<file path="src/rtl/iob2axil_bridge.sv">
// IOb slave to AXI4-Lite master bridge.
// At most one transaction is in flight. Every AXI output comes from a register,
// so there is no combinational path from the IOb request inputs to the AXI side.
module iob2axil_bridge #(
  parameter int ADDR_W = 32,
  parameter int DATA_W = 32
) (
  input  logic                clk_i,
  input  logic                arst_i,
  input  logic                cke_i,
  // IOb slave
  input  logic                iob_avalid_i,
  input  logic [ADDR_W-1:0]   iob_addr_i,
  input  logic [DATA_W-1:0]   iob_wdata_i,
  input  logic [DATA_W/8-1:0] iob_wstrb_i,
  output logic                iob_rvalid_o,
  output logic [DATA_W-1:0]   iob_rdata_o,
  output logic                iob_ready_o,
  // AXI4-Lite master
  output logic [ADDR_W-1:0]   axil_awaddr_o,
  output logic [2:0]          axil_awprot_o,
  output logic                axil_awvalid_o,
  input  logic                axil_awready_i,
  output logic [DATA_W-1:0]   axil_wdata_o,
  output logic [DATA_W/8-1:0] axil_wstrb_o,
  output logic                axil_wvalid_o,
  input  logic                axil_wready_i,
  input  logic [1:0]          axil_bresp_i,
  input  logic                axil_bvalid_i,
  output logic                axil_bready_o,
  output logic [ADDR_W-1:0]   axil_araddr_o,
  output logic [2:0]          axil_arprot_o,
  output logic                axil_arvalid_o,
  input  logic                axil_arready_i,
  input  logic [DATA_W-1:0]   axil_rdata_i,
  input  logic [1:0]          axil_rresp_i,
  input  logic                axil_rvalid_i,
  output logic                axil_rready_o,
  output logic                err_o
);

  localparam int STRB_W = DATA_W / 8;

  typedef enum logic [2:0] {
    S_IDLE,
    S_WR_REQ,
    S_WR_RESP,
    S_RD_REQ,
    S_RD_RESP
  } state_t;

  state_t              r_state;
  state_t              w_state_next;

  logic [ADDR_W-1:0]   r_addr;
  logic [DATA_W-1:0]   r_wdata;
  logic [STRB_W-1:0]   r_wstrb;
  logic                r_awvalid;
  logic                r_wvalid;
  logic [DATA_W-1:0]   r_rdata;
  logic                r_rvalid;
  logic                r_err;

  logic                w_accept;
  logic                w_is_write;
  logic                w_aw_hs;
  logic                w_w_hs;
  logic                w_aw_done;
  logic                w_w_done;
  logic                w_b_hs;
  logic                w_r_hs;

  assign w_accept   = iob_avalid_i & (r_state == S_IDLE);
  assign w_is_write = |iob_wstrb_i;
  assign w_aw_hs    = r_awvalid & axil_awready_i;
  assign w_w_hs     = r_wvalid & axil_wready_i;
  // A channel is finished once its valid has dropped or is handshaking now.
  assign w_aw_done  = ~r_awvalid | axil_awready_i;
  assign w_w_done   = ~r_wvalid | axil_wready_i;
  assign w_b_hs     = (r_state == S_WR_RESP) & axil_bvalid_i;
  assign w_r_hs     = (r_state == S_RD_RESP) & axil_rvalid_i;

  // State register.
  always_ff @(posedge clk_i or negedge arst_i) begin
    if (!arst_i) begin
      r_state <= S_IDLE;
    end else if (cke_i) begin
      r_state <= w_state_next;
    end
  end

  // Next-state logic.
  always_comb begin
    w_state_next = r_state;
    case (r_state)
      S_IDLE: begin
        if (iob_avalid_i) begin
          w_state_next = w_is_write ? S_WR_REQ : S_RD_REQ;
        end
      end
      S_WR_REQ:  if (w_aw_done & w_w_done) w_state_next = S_WR_RESP;
      S_WR_RESP: if (axil_bvalid_i)        w_state_next = S_IDLE;
      S_RD_REQ:  if (axil_arready_i)       w_state_next = S_RD_RESP;
      S_RD_RESP: if (axil_rvalid_i)        w_state_next = S_IDLE;
      default:                             w_state_next = S_IDLE;
    endcase
  end

  // Capture the request; these registers stay frozen until the next acceptance.
  always_ff @(posedge clk_i or negedge arst_i) begin
    if (!arst_i) begin
      r_addr  <= '0;
      r_wdata <= '0;
      r_wstrb <= '0;
    end else if (cke_i && w_accept) begin
      r_addr  <= iob_addr_i;
      r_wdata <= iob_wdata_i;
      r_wstrb <= iob_wstrb_i;
    end
  end

  // AW and W valids: raised on write acceptance, each dropped after its own handshake.
  always_ff @(posedge clk_i or negedge arst_i) begin
    if (!arst_i) begin
      r_awvalid <= 1'b0;
      r_wvalid  <= 1'b0;
    end else if (cke_i) begin
      if (w_accept && w_is_write) begin
        r_awvalid <= 1'b1;
        r_wvalid  <= 1'b1;
      end else begin
        if (w_aw_hs) r_awvalid <= 1'b0;
        if (w_w_hs)  r_wvalid  <= 1'b0;
      end
    end
  end

  // Read return path and error pulse, both one cycle after the response handshake.
  always_ff @(posedge clk_i or negedge arst_i) begin
    if (!arst_i) begin
      r_rdata  <= '0;
      r_rvalid <= 1'b0;
      r_err    <= 1'b0;
    end else if (cke_i) begin
      r_rvalid <= w_r_hs;
      r_err    <= (w_b_hs & (axil_bresp_i != 2'b00)) |
                  (w_r_hs & (axil_rresp_i != 2'b00));
      if (w_r_hs) r_rdata <= axil_rdata_i;
    end
  end

  assign iob_ready_o    = (r_state == S_IDLE);
  assign iob_rvalid_o   = r_rvalid;
  assign iob_rdata_o    = r_rdata;
  assign err_o          = r_err;

  assign axil_awaddr_o  = r_addr;
  assign axil_awprot_o  = 3'b000;
  assign axil_awvalid_o = r_awvalid;
  assign axil_wdata_o   = r_wdata;
  assign axil_wstrb_o   = r_wstrb;
  assign axil_wvalid_o  = r_wvalid;
  assign axil_bready_o  = (r_state == S_WR_RESP);
  assign axil_araddr_o  = r_addr;
  assign axil_arprot_o  = 3'b000;
  assign axil_arvalid_o = (r_state == S_RD_REQ);
  assign axil_rready_o  = (r_state == S_RD_RESP);

endmodule
</file>
<file path="config.mk">
export PLATFORM = sky130hd
export DESIGN_NAME = iob2axil_bridge
export DESIGN_NICKNAME = d
export VERILOG_FILES = /design/src/rtl/iob2axil_bridge.sv
export SDC_FILE = /design/constraint.sdc
export NUM_CORES = 1
export LEC_CHECK = 0
export CORE_ASPECT_RATIO = 1.5
export CORE_MARGIN = 2
export CORE_UTILIZATION = 41
export CTS_CLUSTER_DIAMETER = 50
export CTS_CLUSTER_SIZE = 10
export DETAILED_ROUTE_END_ITERATION = 10
export PLACE_DENSITY = 0.86
export SLEW_MARGIN = 20
export SYNTH_ARGS = -nofsm -noshare
export SYNTH_HDL_FRONTEND = slang
export SYNTH_SLANG_ARGS = --single-unit
</file>
<file path="constraint.sdc">
create_clock -name clk_i -period 2.49 [get_ports clk_i]
set_clock_uncertainty 0.05 [all_clocks]
set_input_delay 0.498 -clock clk_i [delete_from_list [all_inputs] [get_ports clk_i]]
set_output_delay 0.498 -clock clk_i [all_outputs]
set_load 0.02 [all_outputs]
</file>
**Word-level counts from Yosys, hierarchy flattened**

Index checks and enable logic that the tools add are counted.

- Eq/ne operators: 9
- Reductions and logical operators: 12
- Muxes and demuxes: 11
- Bitwise operators: 13

Operators by type and width:

| kind | number |
|---|---|
| $mux 3 | 5 |
| $pmux 3 s5 | 1 |
| $and 1x1->1 | 8 |
| $ne 2x2->1 const B | 4 |
| $reduce_bool 2->1 | 4 |
| $eq 3x2->1 const B | 2 |
| $reduce_and 2->1 | 3 |
| $reduce_and 6->1 | 1 |
| $mux 1 | 4 |
| $reduce_or 4->1 | 1 |
| $eq 3x1->1 const B | 1 |
| $eq 3x3->1 const B | 1 |
| $logic_not 3->1 | 1 |
| $or 1x1->1 | 3 |
| $logic_and 1x1->1 | 2 |
| $mux 2 | 1 |
| $ne 2x1->1 const B | 1 |
| $not 1->1 | 2 |

- Register bits after elaboration: 107
- Output and inout bits: 146
- Bits of input ports: 113
- Word-level logic and storage cells: 54

**Longest topological paths before layout**

- Depth in word-level cells: 5
- Gate-level depth with buffers: 7
- Gate-level depth less buffers: 4

**Least setup slack after synthesis**

OpenSTA, ideal clock, no wires.

- Kind: reg2reg
- From: reg r_state[0]
- To: reg r_rdata[10] (netlist: iob_rdata_o[10])
- Clock period less this slack: 1.817 ns
- Stages on the path, launching flop included: 7
- Arrival time: 1.642 ns
- Data required time: 2.315 ns
- Setup time: 0.125 ns
- Slack: 0.673 ns
- Path buffers: 3
- Path through: dfrtp_1 > buf_6 > nor3b_2 > and3_1 > buf_4 > buf_6 > mux2_2

- Longest elaborated chain between the ends: 3

Ends and longest elaborated chain:

| item | line | RTL |
|---|---|---|
| start: declaration | 52 | `state_t r_state;` |
| start signal: assignment | 88 | `r_state <= w_state_next;` |
| $eq 3x3->1 | - |  |
| named net axil_rready_o | 38 | `output logic axil_rready_o,` |
| $and 1x1->1 | 81 | `assign w_r_hs = (r_state == S_RD_RESP) & axil_rvalid_i;` |
| $reduce_and 2->1 (no line) | - |  |
| end signal: assignment | 148 | `if (w_r_hs) r_rdata <= axil_rdata_i;` |
| end: declaration | 60 | `logic [DATA_W-1:0] r_rdata;` |

The timed path passes the listed nets, and every way through them passes these cells.
A chain may end at the register's enable or synchronous reset.

**Worst setup path after layout**

- From: reg r_state[1]
- To: out axil_bready_o

- Longest elaborated chain between the ends: 1

Ends and longest elaborated chain:

| item | line | RTL |
|---|---|---|
| $eq 3x2->1 | 163 | `assign axil_bready_o = (r_state == S_WR_RESP);` |
| end: declaration | 30 | `output logic axil_bready_o,` |

Every way passes these cells.

==> out/metrics.csv <==
stage,metric,value,unit
status,status,completed,
timing,setup_viol,0,
timing,worstMarginPinSlew,612,ps
worst_setup_path,end_kind,output pin,
timing,clock.fmax,414,MHz
yosys,netlist.area_leader.share,59.9,%
floorplanning,start_util,42.2,%
power_and_ir_drop,p_comb_share,53.6,%
power_and_ir_drop,p_seq_share,32.5,%
worst_setup_path,rr_startpoint,r_state[1]$_DFFE_PN0P_,
power_and_ir_drop,powerDensity,1320,nW/µm²
cts,cts_num_sinks,107,
cts,cts.path.max_buffers,2,
power_and_ir_drop,p_sw,3.48,mW
detailed_routing,ant_nets,0,
yosys,syn-cell-area,4470,µm²
worst_setup_path,crit_chain,or2b_1 > nor2_1 > clkdlybuf4s50_1,
timing,rsz0062_at_grt,false,
grt,grt_start_max_net_pins,52,
grt,grt_pass1_wl,17100,µm
floorplanning,row_count,46,
final_layout,antenna_cells,0,
final_layout,utilization,67.4,%
detailed_routing,dr_total_vias,3116,
timing,setup_tns,0,ps
grt,grt_use_total,19.0,%
cts,cts-root-buf,clkbuf_16,
detailed_routing,drtPass1Iterations,6,
grt,grt_pass1_vias,3372,
timing,hold_viol_final,0,
grt,gr-total-overflow,0,
power_and_ir_drop,switching_share,36.9,%
final_layout,drive_gt1_share,24.0,%
worst_setup_path,critPathArrivalTime,1870,ps
place,place.gp.congestion,0.787,
timing,final_max_slew_viol_count,0,
floorplanning,die_w,89.3,µm
detailed_routing,route.detailed.drc,0,
cts,cts_buffers,9,
yosys,synth_top_area_cell,dfrtp_1,
timing,holdWs,115,ps
yosys,synth.avg_cell_area,15.3,µm²
detailed_routing,first_iter_violations,58,
cts,clk_latency,330,ps
power_and_ir_drop,p_int,5.96,mW
floorplanning,ios,259,
worst_setup_path,critPathRequiredTime,1940,ps
yosys,synth_seq_cells,107,
worst_setup_path,slowest_delay,620,ps
timing,final.period_utilization,97.0,%
grt,antenna_found_initial,0,
worst_setup_path,r2r_cells,4,
power_and_ir_drop,peakVddDrop,0.000691,V
worst_setup_path,rr_endpoint,iob_rdata_o[17]$_DFFE_PN0P_,
floorplanning,die_area,11800,µm²
timing,fin_crit,2410,ps
timing,setup_ws,75.4,ps
detailed_routing,routedWlPerCell,16.9,µm
yosys,synthTopCellsByArea,"dfrtp_1 60%, mux2_2 24%, buf_4 6.5%",
job,drv_cap,0,
cts,htreeDepth,3,
floorplanning,fp.dieH,132,µm
yosys,yosysSeqAreaShare,59.9,%
worst_setup_path,crit_fanout,6,
final_layout,fillerInstances,792,
detailed_routing,vias_per_cell,4.69,
min_path,min_path_type,primary input to asynchronous set/reset pin,
yosys,ys_types,26,
timing,slew-limit-headroom,59.2,%
place,hpwl,8830,µm
final_layout,nNetsFinal,630,
cts,clkTransAtPathRegs,70,ps
cts,cts_tree,done,
final_layout,area_delta_synth_final,59.6,%
power_and_ir_drop,p_leak,3.05,nW
place,numPortBuffers,252,
yosys,synth_cells,293,
worst_setup_path,r2r_slack,750,ps
yosys,yosys_warnings,0,
worst_setup_path,crit_type,flip-flop to output pin,
worst_setup_path,crit_slowest_cell,clkdlybuf4s50_1,
place,pre_cts_ws,211,ps
cts,ctsHoldBuffers,0,
detailed_routing,drt-total-wl,11200,µm
worst_setup_path,start_kind,flip-flop,
floorplanning,fp.coreArea,10600,µm²
power_and_ir_drop,clkPwrFrac,13.8,%
-- cells in the mapped netlist (all sizes together) --
master / count
a21o: 1
a31oi: 1
and3: 1
buf: 50
conb: 1
dfrtp: 107
inv: 5
mux2: 102
mux2i: 1
nand2: 6
nand3: 1
nand4: 1
nor2: 3
nor3: 1
nor3b: 1
nor4: 1
o2111ai: 1
o211ai: 1
o21ai: 5
o221ai: 1
or2b: 1
or4b: 1
-- sequential cells by signal, summed over array words and instances (netlist names) --
register,cells
axil_wdata_o,32
axil_wstrb_o,4
err_o,1
axil_awvalid_o,1
axil_wvalid_o,1
iob_rvalid_o,1
r_state,3
axil_araddr_o,32
iob_rdata_o,32
-- power by group through the flow --
stage / logic (mW) / clock network, mW / registers (mW)
after CTS: 5.13 / 1.35 / 3.08
after detailed placement: 5.10 / 0 / 3.11
after global placement: 5.00 / 0 / 3.05
after global routing: 5.30 / 1.41 / 3.18
final: 5.06 / 1.30 / 3.07
after floorplan: 1.89 / 0 / 4.00
-- cell usage in the layout (no fill, tap or decap) --
| cell | synthesis | routed |
|---|---|---|
| clkdlybuf4s50_1 | 0 | 250 |
| dfrtp_1 | 107 | 107 |
| mux2_2 | 97 | 97 |
| clkbuf_16 | 0 | 9 |
| nand2_1 | 6 | 6 |
| conb_1 | 1 | 6 |
| inv_1 | 5 | 5 |
| o21ai_0 | 5 | 5 |
| mux2_1 | 4 | 4 |
| buf_4 | 39 | 4 |
| clkinvlp_4 | 0 | 3 |
| buf_12 | 0 | 3 |
| nor2_1 | 2 | 2 |
| nor3_1 | 1 | 1 |
| or2b_1 | 1 | 1 |
| nor3b_2 | 1 | 1 |
| nor2_4 | 1 | 1 |
| nand4_4 | 0 | 1 |
| and3_1 | 1 | 1 |
| nor4_1 | 1 | 1 |
| o221ai_1 | 1 | 1 |
| or4b_4 | 1 | 1 |
| o211ai_2 | 1 | 1 |
| a31oi_4 | 1 | 1 |
| mux2i_1 | 1 | 1 |
| mux2_4 | 1 | 1 |
| a21o_1 | 1 | 1 |
| o2111ai_1 | 1 | 1 |
| nand3_1 | 1 | 1 |
| clkinv_2 | 0 | 1 |
| clkbuf_1 | 0 | 1 |
| clkbuf_8 | 0 | 1 |
| dlymetal6s2s_1 | 0 | 1 |
-- cells by family (layout without fill, tap and decap cells) --
family,count (synthesis),in the layout,share of synthesized area [%]
other,1,6,0.0838
buffers and inverters,55,278,9.73
DFF,107,107,59.9
AOI/OAI and AO/OA,10,10,1.87
and+or+nand+nor,17,17,2.46
muxes,103,103,26.0
-- what timing repair did --
action | CTS | global route
resized for setup | 0 | 1
endpoints found under the setup margin | 0 | 1
setup buffers | 0 | 0
-- routing by layer --
metal	wire length (µm)	track usage, %	up-vias	part of all wire [%]
met2	6190	34.4	150	55
met3	1040	6.83	21	9.2
met5	0	0	-	0
met4	285	6.97	0	2.5
met1	3710	19.3	1536	33
li1	-	-	1409	-
-- critical path: cells and delay by family (launching register included) --
kind / cells / cell delay, ps
buffers and inverters: 1 / 620
and+or+nand+nor: 2 / 440
DFF: 1 / 480
-- through the flow --
stage	instance area (µm²)	power, mW	cells
3_3_place_gp	6870	8.06	650
4_1_cts	7140	9.56	665
2_1_floorplan	4490	5.89	298
6_report	7140	9.44	665
5_1_grt	7140	9.89	665
3_5_place_dp	6870	8.22	650
-- worst max path at each step --
| stage | startpoint | end | slack (ps) | depth (start not counted) |
|---|---|---|---|---|
| floorplan | r_state[0]$_DFFE_PN0P_ | iob_rdata_o[10]$_DFFE_PN0P_ | 670 | 6 |
| global placement | cke_i | iob_rdata_o[20]$_DFFE_PN0P_ | 290 | 4 |
| detailed placement | cke_i | iob_rdata_o[17]$_DFFE_PN0P_ | 210 | 4 |
| CTS | r_state[1]$_DFFE_PN0P_ | axil_arvalid_o | 40 | 3 |
| global route | r_state[1]$_DFFE_PN0P_ | axil_bready_o | 2 | 3 |
| finish | r_state[1]$_DFFE_PN0P_ | axil_bready_o | 80 | 3 |
-- layout make-up --
cell class,instances,area (µm²),area share [%]
clock buffers,11,243,3.40
repair buffers,258,2610,36.5
inverters,5,18.8,0.263
clock inverters,4,27.5,0.386
well taps,144,180,2.52
flip-flops and latches,107,2680,37.5
multi-input cells,136,1390,19.4
Power figures use the tool's default switching activity.
